`config.mk`:
```
export PLATFORM = sky130hd
export DESIGN_NAME = serial_accum4
export DESIGN_NICKNAME = d
export VERILOG_FILES = /design/src/rtl/serial_accum4.sv
export SDC_FILE = /design/constraint.sdc
export NUM_CORES = 1
export LEC_CHECK = 0
export ABC_AREA = 1
export CORE_UTILIZATION = 45
export CTS_CLUSTER_SIZE = 28
export DETAILED_ROUTE_END_ITERATION = 6
export HOLD_SLACK_MARGIN = 0.15
export PLACE_DENSITY = 0.68
export SLEW_MARGIN = 20
export SYNTH_ARGS = -nofsm -noshare
export SYNTH_HDL_FRONTEND = slang
export SYNTH_SLANG_ARGS = --single-unit
```
`constraint.sdc`:
```
create_clock -name clk -period 3 [get_ports clk]
set_input_delay 0.75 -clock clk [delete_from_list [all_inputs] [get_ports clk]]
set_output_delay 0.75 -clock clk [all_outputs]
set_load 0.05 [all_outputs]
```
`src/rtl/serial_accum4.sv`:
```
// serial_accum4: accumulator whose additions run bit-serially through one
// full-adder slice, LSB first, one bit per clock. Operands arrive on a
// valid/ready handshake; acc/ovf update once per addition and done pulses
// for the cycle after the update.
module serial_accum4 #(
  parameter int WIDTH = 4
) (
  input  logic             clk,
  input  logic             rst_n,
  input  logic [WIDTH-1:0] din,
  input  logic             din_valid,
  output logic             din_ready,
  input  logic             clr,
  output logic [WIDTH-1:0] acc,
  output logic             ovf,
  output logic             done
);

  // Counter only needs to reach WIDTH-1.
  localparam int CW = (WIDTH > 2) ? $clog2(WIDTH) : 1;

  typedef enum logic [1:0] {IDLE, ADD, DONE} state_t;

  state_t           state;
  logic [WIDTH-1:0] opa;    // operand, shifted right each ADD cycle
  logic [WIDTH-1:0] res;    // starts as acc, sum bits enter at the MSB
  logic             carry;
  logic [CW-1:0]    cnt;

  logic a, b, sum, cout, accept, last;

  // A clear takes priority over accepting a new operand.
  assign din_ready = (state == IDLE) && !clr;
  assign accept    = din_valid && din_ready;

  // The single full-adder slice.
  assign a    = opa[0];
  assign b    = res[0];
  assign sum  = a ^ b ^ carry;
  assign cout = (a & b) | (a & carry) | (b & carry);
  assign last = (cnt == CW'(WIDTH - 1));

  // FSM plus datapath: load on accept, one bit per ADD cycle, commit on the last bit.
  always_ff @(posedge clk or negedge rst_n) begin
    if (!rst_n) begin
      state <= IDLE;
      opa   <= '0;
      res   <= '0;
      carry <= 1'b0;
      cnt   <= '0;
      acc   <= '0;
      ovf   <= 1'b0;
      done  <= 1'b0;
    end else begin
      done <= 1'b0;
      case (state)
        IDLE: begin
          if (clr) begin
            acc <= '0;
            ovf <= 1'b0;
          end else if (accept) begin
            opa   <= din;
            res   <= acc;
            carry <= 1'b0;
            cnt   <= '0;
            state <= ADD;
          end
        end
        ADD: begin
          if (clr) begin
            // Abort: partial result is discarded, no done pulse.
            acc   <= '0;
            ovf   <= 1'b0;
            state <= IDLE;
          end else begin
            opa   <= {1'b0, opa[WIDTH-1:1]};
            res   <= {sum, res[WIDTH-1:1]};
            carry <= cout;
            cnt   <= cnt + 1'b1;
            if (last) begin
              acc   <= {sum, res[WIDTH-1:1]};
              ovf   <= cout;
              done  <= 1'b1;
              state <= DONE;
            end
          end
        end
        DONE: begin
          // done is already high this cycle; clr still wipes the result.
          if (clr) begin
            acc <= '0;
            ovf <= 1'b0;
          end
          state <= IDLE;
        end
        default: state <= IDLE;
      endcase
    end
  end

endmodule
```
Yosys cells after proc, flatten, opt, wreduce, memory -nomap -nowiden
Index checks and enable logic that the tools add are counted.

cells by class
  $add $sub $neg = 1
  $mul = 0
  div/mod/pow operators = 0
  order comparisons = 0
  equal/unequal tests = 8
  shift-type cells = 0
  multiplexer cells = 32
  bitwise logic cells = 7
  reductions and logical operators = 10

operators with widths
  kind                 count
  $mux 4               9
  $pmux 4 s2           3
  $mux 2               7
  $mux 1               9
  $pmux 2 s2           2
  $ne 2x2->1 const B   3
  $reduce_and 3->1     2
  $eq 2x2->1 const B   2
  $pmux 1 s2           2
  $reduce_and 4->1     1
  $reduce_bool 2->1    2
  $and 1x1->1          3
  $ne 3x3->1 const B   1
  $add 2x1->2 const B  1
  $eq 2x1->1 const B   1
  $logic_and 1x1->1    2
  $logic_not 2->1      1
  $ne 2x1->1 const B   1
  $or 1x1->1           2
  $reduce_or 2->1      1
  $xor 1x1->1          2
  $logic_not 1->1      1

storage, ports and cells
  bits in registers = 19
  latch bits = 0
  bits in writable memories = 0
  ROM bits = 0
  bits of input ports = 8
  output and inout bits = 7
  word-level logic and storage cells = 66
  memories kept = 0

Longest topological paths before layout
Gate-level depths: netlist of the first run.

  word-level depth = 6
  mapped depth = 7
  gate-level depth less buffers = 6

Least setup slack after synthesis of the first run
No wires, ideal clock.

  kind = input to output
  start = input port clr
  end = output port din_ready
  arrival = 1.847 ns
  path slack = 0.403 ns
  cell stages on the path = 1
  buffers on the path = 0
  path through = nor3_1

on the way
  longest elaborated chain between the ends = 2

RTL lines
  item               line  RTL
  start, declared    13    input logic clr,
  $logic_not 1->1    33    assign din_ready = (state == IDLE) && !clr;
  $logic_and 1x1->1  33
  end, declared      12    output logic din_ready,

No other way between the ends.

Worst setup path after layout of the first run
Ends and elaborated chain as after synthesis.

==> results.yml, run 1 <==
sta:
  fin_crit_ns: 2.56
  max_freq_ghz: 0.391
  relSlewSlack: 0.416
  tightest_slew_ns: 0.873
  setup_tns_ns: 0
  min_period_over_period: 0.853
  setup_viol: 0
  hold_violations: 0
  rsz0062_at_grt: "false"
  fin_skew_ns: 0.00410
  drv_slew: 0
floorplanning:
  initial_utilization: 0.498
  num_rows: 16
  dieWidth_um: 49.5
  io_pins: 15
  core_area_um2: 2040
  die-area_um2: 2450
  die_y_um: 49.5
setup_path:
  start_kind: "primary input"
  cpMaxStageDelayCell: "clkdlybuf4s50_1"
  path_max_fanout: 7
  arrival_ns: 1.81
  path_cells: "clkdlybuf4s50_1 -> nor3_1 -> buf_12"
  crit_type: "primary input to output pin"
  crit_required_ns: 2.25
  crit_path_end_kind: "output pin"
  max_stage_delay_ns: 0.51
  path_buf_inv: 2
  path_delay_family: "buffers and inverters"
drt:
  dr_total_vias: 849
  firstDrtPassIters: 4
  drc_errors: 0
  wl_met2_um: 909
  routedWlPerCell_um: 11.8
  drt.antenna.violating_nets: 0
  m1WireLength_um: 991
  dr.max_layer_used: "met4"
  vias_per_cell: 5.02
  dr_wl_met3_um: 96
  drtIter0Drc: 17
  wirelength_um: 2000
global_routing:
  grt_pass1_wl_um: 3590
  grt_antenna_before_repair: 0
  grt_max_degree: 20
  grt_usage: 0.190
  overflow: 0
  grt_pass1_vias: 774
synth:
  yosys-top-cells-area: "dfrtp_1 (47%), nand2_1 (17%), nand3_1 (11%)"
  syn-cell-area_um2: 1020
  synth_most_common_cell: "nand2_1"
  synth_edf_count: 0
  avgSynthCellArea_um2: 7.89
  yosys-top-cells-count: "nand2_1 (45), nand3_1 (23), dfrtp_1 (19), inv_1 (10), nor2_1 (8)"
  syn_inst: 129
  syn-num-nets: 139
  ys_warn_count: 0
  synth_area_leader_cell: "dfrtp_1"
  synth_async_sr_flop_share: 1.00
  ys_types: 19
  yosysSeqAreaShare: 0.467
  synthFlopType: "dfrtp_1"
  yosys.area.top_type_share: 0.467
  ys_seq_elements: 19
power:
  cellLeakagePower_nw: 0.620
  p_per_area_nw_per_um2: 575
  power.total_uw: 682
  ir_worst_vdd_uv: 319
cells_and_area:
  n_antenna_cell: 0
  area_growth_pct: 16.6
  layout-drive-gt1-share: 0.106
  stdcell_area_um2: 1190
  layout.nets: 153
  finalNonFillerCells: 169
  fin_util: 0.581
clocking:
  htree_num_levels: 1
  cts_num_sinks: 19
  numCtsBuffers: 3
  clk_latency_ns: 0.29
  cts_resized: 0
  cts_tree: "done"
  hold_buffers: 0
  clockBufferDepth: 2
  clkTransAtPathRegs_ns: 0.11
  post_cts_buffers: 0
  root_buffer: "clkbuf_4"
placement:
  gp_congestion: 0.793
  dp_hpwl_um: 1410
  dp.cells: 165
  place_area_um2: 1160
  io_buffers: 14
outcome:
  status: "finished, final reports clean"
hold_path:
  hold_class: "flop to flop"
flow_run:
  maxCapViolCount: 0
==> flip-flops by register name (all words and copies together), names as in the netlist <==
| register | cells |
|---|---|
| opa | 4 |
| carry | 1 |
| done | 1 |
| cnt | 2 |
| acc | 4 |
| ovf | 1 |
| state | 2 |
| res | 4 |
==> routing by layer <==
metal / track usage / vias to the layer above
li1: - / 435
met1: 0.281 / 393
met2: 0.279 / 19
met3: 0.0432 / 2
met4: 0.0429 / 0
met5: 0 / -
==> worst min-delay path: cells and delay by family (launching register included) <==
| family | cells | cell delay (ns) |
|---|---|---|
| flip-flops | 1 | 0.37 |
| AND/OR/NAND/NOR | 2 | 0.10 |
==> power breakdown <==
part	switching (mW)	leakage [nW]	total [mW]	internal, mW
Clock	0.0762	0.0177	0.126	0.0495
Sequential	0.0440	0.256	0.347	0.303
Combinational	0.130	0.346	0.209	0.0790
==> cell families after synthesis <==
| family | count (synthesis) | share of synthesized area |
|---|---|---|
| flip-flops | 19 | 0.467 |
| AND/OR/NAND/NOR | 91 | 0.415 |
| adder cells (fa/ha/maj) | 2 | 0.0320 |
| buffers and inverters | 17 | 0.0861 |
==> cell type report <==
cell class	instances	area, µm²
multi-input combinational	93	454
sequential	19	475
clock buffer	3	22.5
inverter	12	45.0
fill	221	856
timing repair buffer	14	150
clock inverter	1	5.00
tap	27	33.8
==> final timing paths <==
kind                          start         to  slack [ns]  depth (start not counted)
min in group asynchronous     rst_n     opa[3]        0.94                          1
hold reg to reg                 ovf        ovf        0.50                          2
setup / recovery                clr  din_ready        0.44                          3
setup reg to reg           state[0]     res[3]        1.44                          4
hold / removal                  ovf        ovf        0.50                          2
max in group asynchronous     rst_n     acc[3]        1.52                          1
==> per-stage QoR <==
step	hold slack [ns]	setup slack, ns
floorplan	0.454	0.403
global placement	0.466	0.463
detailed placement	0.472	0.439
CTS	0.503	0.438
global route	0.521	0.400
finish	0.495	0.442
==> placed cells by master (no fill, tap or decap) <==
| cell | n |
|---|---|
| buf_12 | 1 |
| clkbuf_4 | 3 |
| clkdlybuf4s50_1 | 13 |
| clkinv_2 | 1 |
| dfrtp_1 | 19 |
| fa_1 | 1 |
| ha_1 | 1 |
| inv_1 | 10 |
| inv_2 | 2 |
| nand2_1 | 45 |
| nand2_2 | 4 |
| nand2_4 | 2 |
| nand3_1 | 23 |
| nand3_2 | 1 |
| nand3b_1 | 1 |
| nand4_1 | 3 |
| nor2_1 | 8 |
| nor2_2 | 1 |
| nor3_1 | 1 |
| nor4_1 | 2 |
No activity file was read; power rests on OpenSTA's default activity.
==> run 2, diff against run 1 <==
Settings changed: SLEW_MARGIN 20 to 5.
==> results of run 2 <==
Same layout as run 1: the final DEF is identical, and so are final timing and power.
==> run 3, diff against run 2 <==
Settings changed: ABC_AREA 1 to not set, CORE_MARGIN set to 2, PLACE_DENSITY 0.68 to 0.69.
==> results.yml, run 3 <==
global_routing:
  grt_pass1_wl_um: 3040
  grt_pass1_vias: 693
  grt_usage: 0.162
  grt_max_degree: 20
  grt.busiest_layer: "met2"
  use_met2: 0.264
  met1_usage: 0.217
  overflow: 0
  use_met3: 0.0273
  grt_antenna_before_repair: 0
clocking:
  cts_tree: "done"
  hold_buffers: 0
  clockBufferDepth: 2
  post_cts_buffers: 0
  cts_num_sinks: 19
  clkTransAtPathRegs_ns: 0.10
  cts_resized: 0
  numCtsBuffers: 3
  htree_num_levels: 1
  clk_latency_ns: 0.29
  root_buffer: "clkbuf_4"
drt:
  dr_total_vias: 624
  firstDrtPassIters: 4
  vias_per_cell: 5.20
  drc_errors: 0
  wirelength_um: 1650
  drtIter0Drc: 6
  drt.antenna.violating_nets: 0
  routedWlPerCell_um: 13.8
cells_and_area:
  seq_area_um2: 475
  fin_util: 0.568
  final_common_cell: "dfrtp_1"
  n_antenna_cell: 0
  area_growth_pct: 19.0
  layout-drive-gt1-share: 0.161
  multi_input_area_um2: 399
  reg.largest.list: "acc x4, opa x4, res x4"
  final_cell_mix: "dfrtp_1 (19), clkdlybuf4s50_1 (13), mux2i_1 (8)"
  layout.nets: 104
  nFillCells: 169
  finalNonFillerCells: 120
sta:
  setup_viol: 0
  setup_tns_ns: 0
  tightest_slew_ns: 0.843
  max_freq_ghz: 0.384
  rsz0062_at_grt: "false"
  min_period_over_period: 0.867
  fin_crit_ns: 2.60
  relSlewSlack: 0.436
  fin_skew_ns: 0.00438
  drv_slew: 0
  hold_violations: 0
placement:
  io_buffers: 14
  dp_hpwl_um: 1120
  dp.cells: 116
  gp_congestion: 0.737
synth:
  synth-adder-area-share: 0.0344
  synth_edf_count: 0
  ys_seq_elements: 19
  synth_async_sr_flop_share: 1.00
  yosys.area.top_type_share: 0.503
  yosys.area_share.simple: 0.111
  synthFlopType: "dfrtp_1"
  synth_most_common_cell: "dfrtp_1"
  muxShareOfSynthArea: 0.196
  yosys-top-cells-count: "dfrtp_1 (19), mux2i_1 (8), inv_1 (7), nand2_1 (6)"
  synth_area_leader_cell: "dfrtp_1"
  synth_top_family_by_area: "multiplexers"
  syn-num-nets: 88
  synth_xor_area_frac: 0
  yosysSeqAreaShare: 0.503
  yosys-top-cells-area: "dfrtp_1 (50%), mux2i_1 (8.5%), mux2_4 (6.3%)"
  synth_compound_area_frac: 0.0807
  avgSynthCellArea_um2: 12.1
  ys_warn_count: 0
  syn_inst: 78
  syn-cell-area_um2: 946
  ys_types: 24
power:
  seqPwrFrac: 0.568
  internal-power_uw: 386
  clockPowerShare: 0.237
  p_comb_frac: 0.194
  ir_worst_vdd_uv: 293
  cellLeakagePower_nw: 0.556
  p_per_area_nw_per_um2: 468
  p_switching_uw: 141
  switching_share: 0.267
floorplanning:
  core_area_um2: 1980
  die_y_um: 49.8
  die-area_um2: 2480
  io_pins: 15
  num_rows: 16
  dieWidth_um: 49.8
  initial_utilization: 0.477
setup_path:
  max_stage_delay_ns: 0.49
  arrival_ns: 1.85
  path_cells: "clkdlybuf4s50_1 -> nor3_1 -> buf_12"
  reg2reg_setup_slack_ns: 1.16
  path_max_fanout: 5
  start_kind: "primary input"
  crit_type: "primary input to output pin"
  crit_required_ns: 2.25
  cpMaxStageDelayCell: "clkdlybuf4s50_1"
  crit_path_end_kind: "output pin"
outcome:
  status: "finished, final reports clean"
hold_path:
  hold_class: "flop to flop"
flow_run:
  maxCapViolCount: 0
==> run 3: changes by cell type in the layout (fill, tap and decap cells not counted), sizes merged, moves of 5 or more <==
cell | previous run | this run
a32oi | 0 | 5
inv | 12 | 7
mux2 | 0 | 8
mux2i | 0 | 8
nand2 | 51 | 6
nand3 | 24 | 5
nor2 | 9 | 1
==> run 3: final cells by class <==
cell class              instances  area share
repair buffers                 16       0.147
multi-input cells              47       0.354
flip-flops and latches         19       0.422
well taps                      27      0.0300
clock buffers                   4      0.0233
inverters                       7      0.0233
==> run 3: layer usage <==
metal / up-vias / part of all wire
li1: 305 / -
met1: 303 / 0.49
met2: 14 / 0.47
met3: 2 / 0.029
met4: 0 / 0.0097
met5: - / 0
==> run 3: power by group through the flow <==
| stage | clock network, mW | registers (mW) | logic (mW) |
|---|---|---|---|
| 2_1_floorplan | 0 | 0.298 | 0.0773 |
| 3_3_place_gp | 0 | 0.303 | 0.103 |
| 3_5_place_dp | 0 | 0.304 | 0.104 |
| 4_1_cts | 0.135 | 0.299 | 0.104 |
| 5_1_grt | 0.146 | 0.304 | 0.115 |
| 6_report | 0.125 | 0.299 | 0.102 |
==> run 3: through the flow <==
step                      cell area (µm²)  power [mW]  setup slack (ns)  hold slack (ns)
after floorplan                       946       0.375             0.353            0.454
after global placement               1100       0.406             0.438            0.489
after detailed placement             1100       0.408             0.397            0.492
after CTS                            1130       0.538             0.392            0.516
after global routing                 1130       0.565             0.332            0.552
final                                1130       0.527             0.399            0.516
==> run 3: path summary, 6_finish.rpt <==
check / start / end / cells past startpoint
setup / recovery: clr / din_ready / 3
hold / removal: opa[3] / opa[3] / 1
setup reg to reg: state[0] / res[2] / 3
hold reg to reg: opa[3] / opa[3] / 1
max in group asynchronous: rst_n / acc[1] / 1
min in group asynchronous: rst_n / opa[2] / 1
==> run 3: worst max-delay path, delay by kind of cell <==
family | cells | cell delay, ns
buf+inv | 2 | 0.68
simple gates | 1 | 0.41
==> run 3: cells by family (layout without fill, tap and decap cells) <==
family / count (synthesis) / in the layout
AOI/OAI and AO/OA: 10 / 10
muxes: 16 / 16
DFF: 19 / 19
and+or+nand+nor: 19 / 19
buffers and inverters: 12 / 27
adders and majority gates: 2 / 2
